File: src/rtl/pam_mux_arbiter.sv
// Round-robin burst arbiter that drives the select of a shared PAM mux.
// Optional LOCK input (burst-limit hold) is enabled by defining PAM_ARB_LOCK_EN.
module pam_mux_arbiter #(
    parameter int Width    = 8,
    parameter int Depth    = 8,
    parameter int MaxBurst = 4
) (
    input  logic                     CLK,
    input  logic                     RST,
`ifdef PAM_ARB_LOCK_EN
    input  logic                     LOCK,
`endif
    input  logic [Depth-1:0]         REQ,
    input  logic                     READY_IN,
    output logic [$clog2(Depth)-1:0] SEL,
    output logic [Depth-1:0]         GNT,
    output logic                     VALID_OUT,
    output logic                     BUSY
);

    localparam int SW = $clog2(Depth);

    typedef enum logic {
        ST_IDLE  = 1'b0,
        ST_GRANT = 1'b1
    } state_t;

    // Width only documents the data path this arbiter steers; reject illegal sizing early.
    if (Width < 1 || Depth < 2 || Depth > 64 || MaxBurst < 1 || MaxBurst > 255) begin : g_param_check
        $error("pam_mux_arbiter: illegal parameter value");
    end

    state_t          r_state;
    state_t          w_next_state;
    logic [SW-1:0]   r_sel;
    logic [SW-1:0]   r_ptr;
    logic [Depth-1:0] r_gnt;
    logic [7:0]      r_beat_cnt;

    logic [SW-1:0]   w_winner;
    logic [SW-1:0]   w_sel_inc;
    logic            w_req_sel;
    logic            w_xfer;
    logic            w_at_limit;
    logic            w_lock;
    logic            w_release;

`ifdef PAM_ARB_LOCK_EN
    assign w_lock = LOCK;
`else
    assign w_lock = 1'b0;
`endif

    assign w_req_sel  = REQ[r_sel];
    assign w_xfer     = (r_state == ST_GRANT) && w_req_sel && READY_IN;
    assign w_at_limit = (r_beat_cnt == 8'(MaxBurst - 1));
    assign w_release  = (r_state == ST_GRANT) &&
                        (!w_req_sel || (w_xfer && w_at_limit && !w_lock));
    assign w_sel_inc  = (r_sel == SW'(Depth - 1)) ? '0 : r_sel + 1'b1;

    // Round-robin scan: first asserted request at or above the pointer, wrapping to 0.
    always_comb begin
        logic [SW-1:0] idx;
        logic          hit;
        w_winner = r_ptr;
        idx      = r_ptr;
        hit      = 1'b0;
        for (int k = 0; k < Depth; k++) begin
            if (!hit && REQ[idx]) begin
                w_winner = idx;
                hit      = 1'b1;
            end
            idx = (idx == SW'(Depth - 1)) ? '0 : idx + 1'b1;
        end
    end

    always_ff @(posedge CLK or posedge RST) begin
        if (RST) begin
            r_state <= ST_IDLE;
        end else begin
            r_state <= w_next_state;
        end
    end

    always_comb begin
        w_next_state = r_state;
        case (r_state)
            ST_IDLE:  if (|REQ)     w_next_state = ST_GRANT;
            ST_GRANT: if (w_release) w_next_state = ST_IDLE;
            default:                w_next_state = ST_IDLE;
        endcase
    end

    always_ff @(posedge CLK or posedge RST) begin
        if (RST) begin
            r_sel      <= '0;
            r_ptr      <= '0;
            r_gnt      <= '0;
            r_beat_cnt <= '0;
        end else if (r_state == ST_IDLE) begin
            if (|REQ) begin
                r_sel      <= w_winner;
                r_gnt      <= Depth'(1) << w_winner;
                r_beat_cnt <= '0;
            end
        end else if (w_release) begin
            r_ptr <= w_sel_inc;
            r_gnt <= '0;
        end else if (w_xfer) begin
            // Only reached at the limit when LOCK holds the grant: start a new burst window.
            r_beat_cnt <= w_at_limit ? 8'd0 : r_beat_cnt + 8'd1;
        end
    end

    always_comb begin
        VALID_OUT = 1'b0;
        BUSY      = 1'b0;
        if (r_state == ST_GRANT) begin
            VALID_OUT = w_req_sel;
            BUSY      = 1'b1;
        end
    end

    assign SEL = r_sel;
    assign GNT = r_gnt;

endmodule

File: config.mk
export PLATFORM = sky130hd
export DESIGN_NAME = pam_mux_arbiter
export DESIGN_NICKNAME = d
export VERILOG_FILES = /design/src/rtl/pam_mux_arbiter.sv
export SDC_FILE = /design/constraint.sdc
export NUM_CORES = 1
export LEC_CHECK = 0
export ABC_AREA = 1
export BUFFER_PORTS_ARGS = -buffer_cell sky130_fd_sc_hd__buf_2
export CAP_MARGIN = 15
export CORE_MARGIN = 4
export CORE_UTILIZATION = 60
export DETAILED_ROUTE_END_ITERATION = 10
export GPL_TIMING_DRIVEN = 1
export PLACE_DENSITY = 0.81
export SYNTH_ARGS = -nofsm -noshare
export SYNTH_HDL_FRONTEND = slang
export SYNTH_SLANG_ARGS = --single-unit
File: constraint.sdc
create_clock -name CLK -period 5.65 [get_ports CLK]
set_input_delay 1.13 -clock CLK [delete_from_list [all_inputs] [get_ports CLK]]
set_output_delay 1.13 -clock CLK [all_outputs]
set_load 0.02 [all_outputs]
==> summary.txt, run 1 <==
Register-to-Register Path Depth: 17
GPL Wtd Cong: 1.00
largest net degree at the start of global routing: 24
CTS resizes: 0
CP Launch Type: flip-flop
DR WL met2: 2490 um
worst path arrival time: 4.06 ns
drt pass-1 iters: 4
syn_area_per_cell: 6.51 um^2
post-synth top area share: 23.5%
RSZ-0062 raised after global routing: no
CP Buf/Inv Count: 1
Worst-Skew Late Latency: 0.26 ns
Top FF cell, synth: dfrtp_1
most common cell type on the critical path: ha_1
GRT overflow: 0
outcome: finished clean
CP peak stage delay: 0.52 ns
CTS Root Cell: clkbuf_8
Vias: 2,462
Post-Synth Simple-Gate Area: 51.0%
Post-Synth XOR/XNOR Area: 0.357%
# diodes: 0
total wire length: 5980 um
area grow syn2layout: 7.34%
vias per cell: 5.51
Post-Syn Area: 2450 um^2
Hold Crit Class: reg -> reg
Worst path depth: 17
Synth warnings: 0
hold buffers post-CTS: 0
Core Util, Final: 69.3%
DRT iter0 DRCs: 196
most common cell in the synthesized netlist: nand2_1
post-route design area: 2630 um^2
Setup crit end kind: flip-flop
Max Fanout on Critical Path: 9
Setup CP Type: reg -> reg
Period minus WS final: 3.87 ns
CTS buffer count: 3
Worst path top cell family by delay: adder cells
HPWL after DPL: 4760 um
I/O pin total: 24
Synth area leader: dfrtp_1
CP max-delay cell: dfrtp_1
die width: 71.9 um
Die Y: 71.9 um
GRT Total Usage: 24.8%
H-tree Lvls: 1
vias in the first global route: 2,256
port buffer count: 23
Setup-failing EPs final: 0
ranking of synthesized cells by area: dfrtp_1, nand2_1, nand3_1
Seq/Total Area, Yosys: 23.5%
largest family of logic cells by synthesized area: simple AND/OR/NAND/NOR gates
most instantiated cells after synthesis: nand2_1, inv_1, nand3_1
Max Clock Freq: 0.258 GHz
Starting Density: 64.6%
routed length on met1: 3090 um
number of synthesized register bits: 23
die area: 5180 um^2
antenna violations before repair: 0
Max Slew Vio Count: 0
mux cell area share after synthesis: 0%
CTS sink count: 23
share of cells above drive strength 1: 19.3%
CP Cell Sequence: ha_1 > ha_1 > ha_1 > xnor2_1 > inv_1 > ha_1 > nor2_1 > nand2_1 > nand3_1 > nand2_1 > nor2_4 > nand3_2 > nand2_1 > nand3_2 > nand2_4 > nand3_2 > o21ai_1
Layout Skew: 0.00343 ns
setup_tns: 0 ns
Fin Hold WS: 0.480 ns
required time of the critical path: 5.84 ns
Netlist cell types: 34
Syn Inst Count: 377
Area after DPL: 2590 um^2
Net Count, Synth: 399
EDFF count, synth: 0
Worst Hold Depth: 2
Slew @ Worst Pin: 0.851 ns
final net count: 422
Slew headroom: 43.2%
post-CTS setup buffers: 0
Top Layer Used: met4
area share of fa/ha/maj cells after synthesis: 5.61%
Post-synth ARST share: 100%
Routed WL per cell: 13.4 um
met3 routed WL: 341 um
Core Rows: 22
max-cap viol count: 0
Synth Area in Compound Gates: 9.18%
final worst-path cycle share: 68.5%
Max clock buf depth: 2
final antenna-violating net count: 0
core area: 3800 um^2
CTS tree: built
CTS clock-pin slew for the worst setup and hold paths: 0.08 ns
drc violations: 0
final hold violations: 0
first-pass GRT wire length: 10,500 um
tightest hold or removal path, cell delays in order (launching register included):
cell and delay [ns]:
dfrtp_1 0.35, nand2_1 0.05, nand2_1 0.05
worst paths after layout:
kind                           from       endpoint  slack (ns)
setup / recovery           r_ptr[0]         GNT[4]        1.78
hold / removal               GNT[3]         GNT[3]        0.48
setup reg to reg           r_ptr[0]         GNT[4]        1.78
hold reg to reg              GNT[3]         GNT[3]        0.48
max in group asynchronous       RST       r_ptr[2]        4.10
min in group asynchronous       RST  r_beat_cnt[3]        1.03
state kept, by name, indices dropped and copies added, names as in the netlist:
| register | flops |
|---|---|
| GNT | 8 |
| r_beat_cnt | 8 |
| SEL | 3 |
| r_ptr | 3 |
| r_state | 1 |
through the flow:
step	setup WS (ns)	std cells
5_1_grt	1.39	447
3_3_place_gp	1.98	443
4_1_cts	1.80	447
3_5_place_dp	1.81	443
6_report	1.78	447
2_1_floorplan	2.26	377
routing by layer:
metal	global-route usage, %	up-vias
met5	0	-
met4	2.71	0
met3	2.91	7
met2	36.7	71
met1	39.7	1118
li1	-	1266
logic make-up (layout without fill, tap and decap cells):
logic type / Yosys count / in the layout
flip-flops: 23 / 23
AND/OR/NAND/NOR: 243 / 243
buffers and inverters: 60 / 82
XOR/XNOR: 1 / 1
AO/OA/AOI/OAI: 39 / 39
adder cells (fa/ha/maj): 11 / 11
placed cells by master, fill, tap and decap left out, types with 2 or more instances in the layout:
| cell type | n |
|---|---|
| a21oi_1 | 12 |
| buf_2 | 23 |
| clkbuf_8 | 3 |
| clkinv_1 | 3 |
| dfrtp_1 | 23 |
| ha_1 | 11 |
| inv_1 | 45 |
| inv_2 | 5 |
| nand2_1 | 123 |
| nand2_2 | 12 |
| nand2_4 | 6 |
| nand3_1 | 44 |
| nand3_2 | 12 |
| nand4_1 | 6 |
| nand4_4 | 2 |
| nor2_1 | 17 |
| nor2_4 | 4 |
| nor3_1 | 12 |
| o21ai_0 | 15 |
| o21ai_1 | 5 |
| o21ai_2 | 2 |
cell type report:
cell class | instances | area [um^2]
tap | 48 | 60.1
sequential | 23 | 576
fill | 360 | 1160
clock inverter | 1 | 5.00
timing repair buffer | 23 | 115
multi-input combinational | 294 | 1620
clock buffer | 3 | 41.3
inverter | 55 | 214
Power of run 1 is not shown: default switching activity piles up to over one toggle a cycle in this logic, so the estimate is an artifact.
==> inputs of run 2 (changes only) <==
==> constraint.sdc (replaced) <==
create_clock -name CLK -period 3.59 [get_ports CLK]
set_input_delay 0.718 -clock CLK [delete_from_list [all_inputs] [get_ports CLK]]
set_output_delay 0.718 -clock CLK [all_outputs]
set_load 0.02 [all_outputs]
==> run 2 against run 1 <==
  * Routed wire length grew 0.65%
  * Critical path depth rose by 4
  * Clock-buffer cell count unchanged
  * Clock skew up 0.0026 ns
  * Design area up 2.6%
  * Sequential share of layout area down 0.55 points
  * Cell count is 1.8% higher
  * Die area is the same
  * Core utilization increased by 1.8 points
  * First-iteration DRC count fell by 0.51%
  * Worst hold slack got worse by 0.0020 ns
  * Largest cell class unchanged
==> summary.txt, run 2 (synthesis gave the netlist of run 1 again) <==
outcome: finished clean
hold buffers post-CTS: 0 (unchanged)
Reg-to-Reg Start: r_ptr[1]
final net count: 430 (+1.9%)
CTS clock-pin slew for the worst setup and hold paths: 0.08 ns (about the same)
CTS Root Cell: clkbuf_8
vias per cell: 5.42 (-1.5%)
total wire length: 6020 um (+0.65%)
final hold violations: 0 (unchanged)
Slew headroom: 44.8% (+1.6 points)
CTS sink count: 23 (unchanged)
Core Rows: 22 (unchanged)
hold_sp: GNT[3]
drt pass-1 iters: 4 (unchanged)
H-tree Lvls: 1 (unchanged)
Starting Density: 64.6% (unchanged)
crit path launch: r_ptr[1]
CTS tree: built
area grow syn2layout: 10.1%
CP Launch Type: flip-flop
antenna violations before repair: 0 (unchanged)
CP Cell Sequence: ha_1 > ha_1 > ha_1 > xnor2_2 > inv_1 > ha_1 > nor2_1 > nand2_1 > nand2_1 > nand2_1 > nand2_1 > nand4_4 > o21ai_1 > inv_1 > nand2_1 > nand2_1 > nand2_4 > nand2_4 > nor2_4 > nand2_1 > nand2_1
Die Y: 71.9 um (unchanged)
Core Util, Final: 71.1% (+1.8 points)
share of cells above drive strength 1: 21.1% (+1.8 points)
Fin Hold WS: 0.478 ns (-0.00200 ns)
Layout Skew: 0.00599 ns (+0.00256 ns)
r2r setup slk: 0.36 ns (-1.42 ns)
required time of the critical path: 3.80 ns (-2.04 ns)
die area: 5180 um^2 (unchanged)
final antenna-violating net count: 0 (unchanged)
first-pass GRT wire length: 10,500 um (unchanged)
post-CTS setup buffers: 0 (unchanged)
HPWL after DPL: 4870 um (+2.3%)
# diodes: 0 (unchanged)
Max Slew Vio Count: 0 (unchanged)
commonest non-fill, non-tap cell in the layout: nand2_1
most common cell type on the critical path: nand2_1
most frequent cells in the layout: nand2_1, inv_1, nand3_1
Worst Hold Depth: 2 (unchanged)
max-cap viol count: 0 (unchanged)
largest net degree at the start of global routing: 24 (unchanged)
Worst path top cell family by delay: simple AND/OR/NAND/NOR gates
Max Clock Freq: 0.310 GHz (+20%)
Max Fanout on Critical Path: 6 (-3)
vias in the first global route: 2,221 (-1.6%)
DRT iter0 DRCs: 195 (-0.51%)
worst path arrival time: 3.44 ns (-0.62 ns)
setup_tns: 0 ns (unchanged)
port buffer count: 23 (unchanged)
GPL Wtd Cong: 0.935 (-6.5%)
GRT Total Usage: 24.7% (-0.12 points)
final worst-path cycle share: 89.9% (+21 points)
Max clock buf depth: 2 (unchanged)
CP peak stage delay: 0.44 ns (-0.08 ns)
RSZ-0062 raised after global routing: no
CTS buffer count: 3 (unchanged)
Slew @ Worst Pin: 0.827 ns (-0.0244 ns)
Vias: 2,468 (+0.24%)
I/O pin total: 24 (unchanged)
core area: 3800 um^2 (unchanged)
Critical R2R Capture: GNT[5]
CP max-delay cell: dfrtp_1
CP Buf/Inv Count: 2 (+1)
Setup CP Type: reg -> reg
GRT overflow: 0 (unchanged)
endpoint of the worst hold path: GNT[3]
Routed WL per cell: 13.2 um (-1.1%)
drc violations: 0 (unchanged)
Register-to-Register Path Depth: 21 (+4)
Setup crit end kind: flip-flop
Period minus WS final: 3.23 ns (-0.644 ns)
die width: 71.9 um (unchanged)
Hold Crit Class: reg -> reg
Setup-failing EPs final: 0 (unchanged)
Worst-Skew Late Latency: 0.27 ns (about the same)
## run 2: area by class of cell
type,count,area [um^2]
multi-input cells,294,1630
fillers,352,1100
flip-flops and latches,23,576
inverters,55,214
repair buffers,31,175
well taps,48,60.1
clock buffers,3,41.3
clock inverters,1,5.00
## run 2: worst max-delay path by stage
stage | endpoint | slack (ns) | depth (start not counted)
after global routing | SEL[2] | 0.02 | 20
after floorplan | GNT[5] | 0.20 | 18
final | GNT[5] | 0.36 | 21
after detailed placement | SEL[2] | 0.37 | 20
after CTS | GNT[2] | 0.35 | 20
after global placement | GNT[2] | 0.45 | 18
## run 2: per-layer routing
| metal | up-vias | wire length (um) | track usage, % |
|---|---|---|---|
| met2 | 59 | 2630 | 36.4 |
| met5 | - | 0 | 0 |
| met3 | 6 | 308 | 3.74 |
| met4 | 0 | 57 | 4.38 |
| met1 | 1123 | 3020 | 38.4 |
| li1 | 1280 | - | - |
## run 2: repair_timing
item,CTS,global route
resized for setup,0,1
endpoints found under the hold margin,0,0
endpoints found under the setup margin,0,8
## run 2: stage by stage
| stage | worst slack [ns] | area [um^2] | instances |
|---|---|---|---|
| 2_1_floorplan | 0.198 | 2450 | 377 |
| 3_3_place_gp | 0.446 | 2650 | 451 |
| 3_5_place_dp | 0.368 | 2650 | 451 |
| 4_1_cts | 0.354 | 2690 | 455 |
| 5_1_grt | 0.0228 | 2700 | 455 |
| 6_report | 0.363 | 2700 | 455 |
## run 2: worst reg2reg max path, delay by kind of cell (launching register included)
| kind | cells | cell delay [ns] |
|---|---|---|
| AOI/OAI and AO/OA | 1 | 0.14 |
| xor gates and xnor gates | 1 | 0.19 |
| adders and majority gates | 4 | 1.07 |
| buffers and inverters | 2 | 0.16 |
| DFF | 1 | 0.44 |
| and+or+nand+nor | 13 | 1.18 |
Power of run 2 is left out for the same reason.
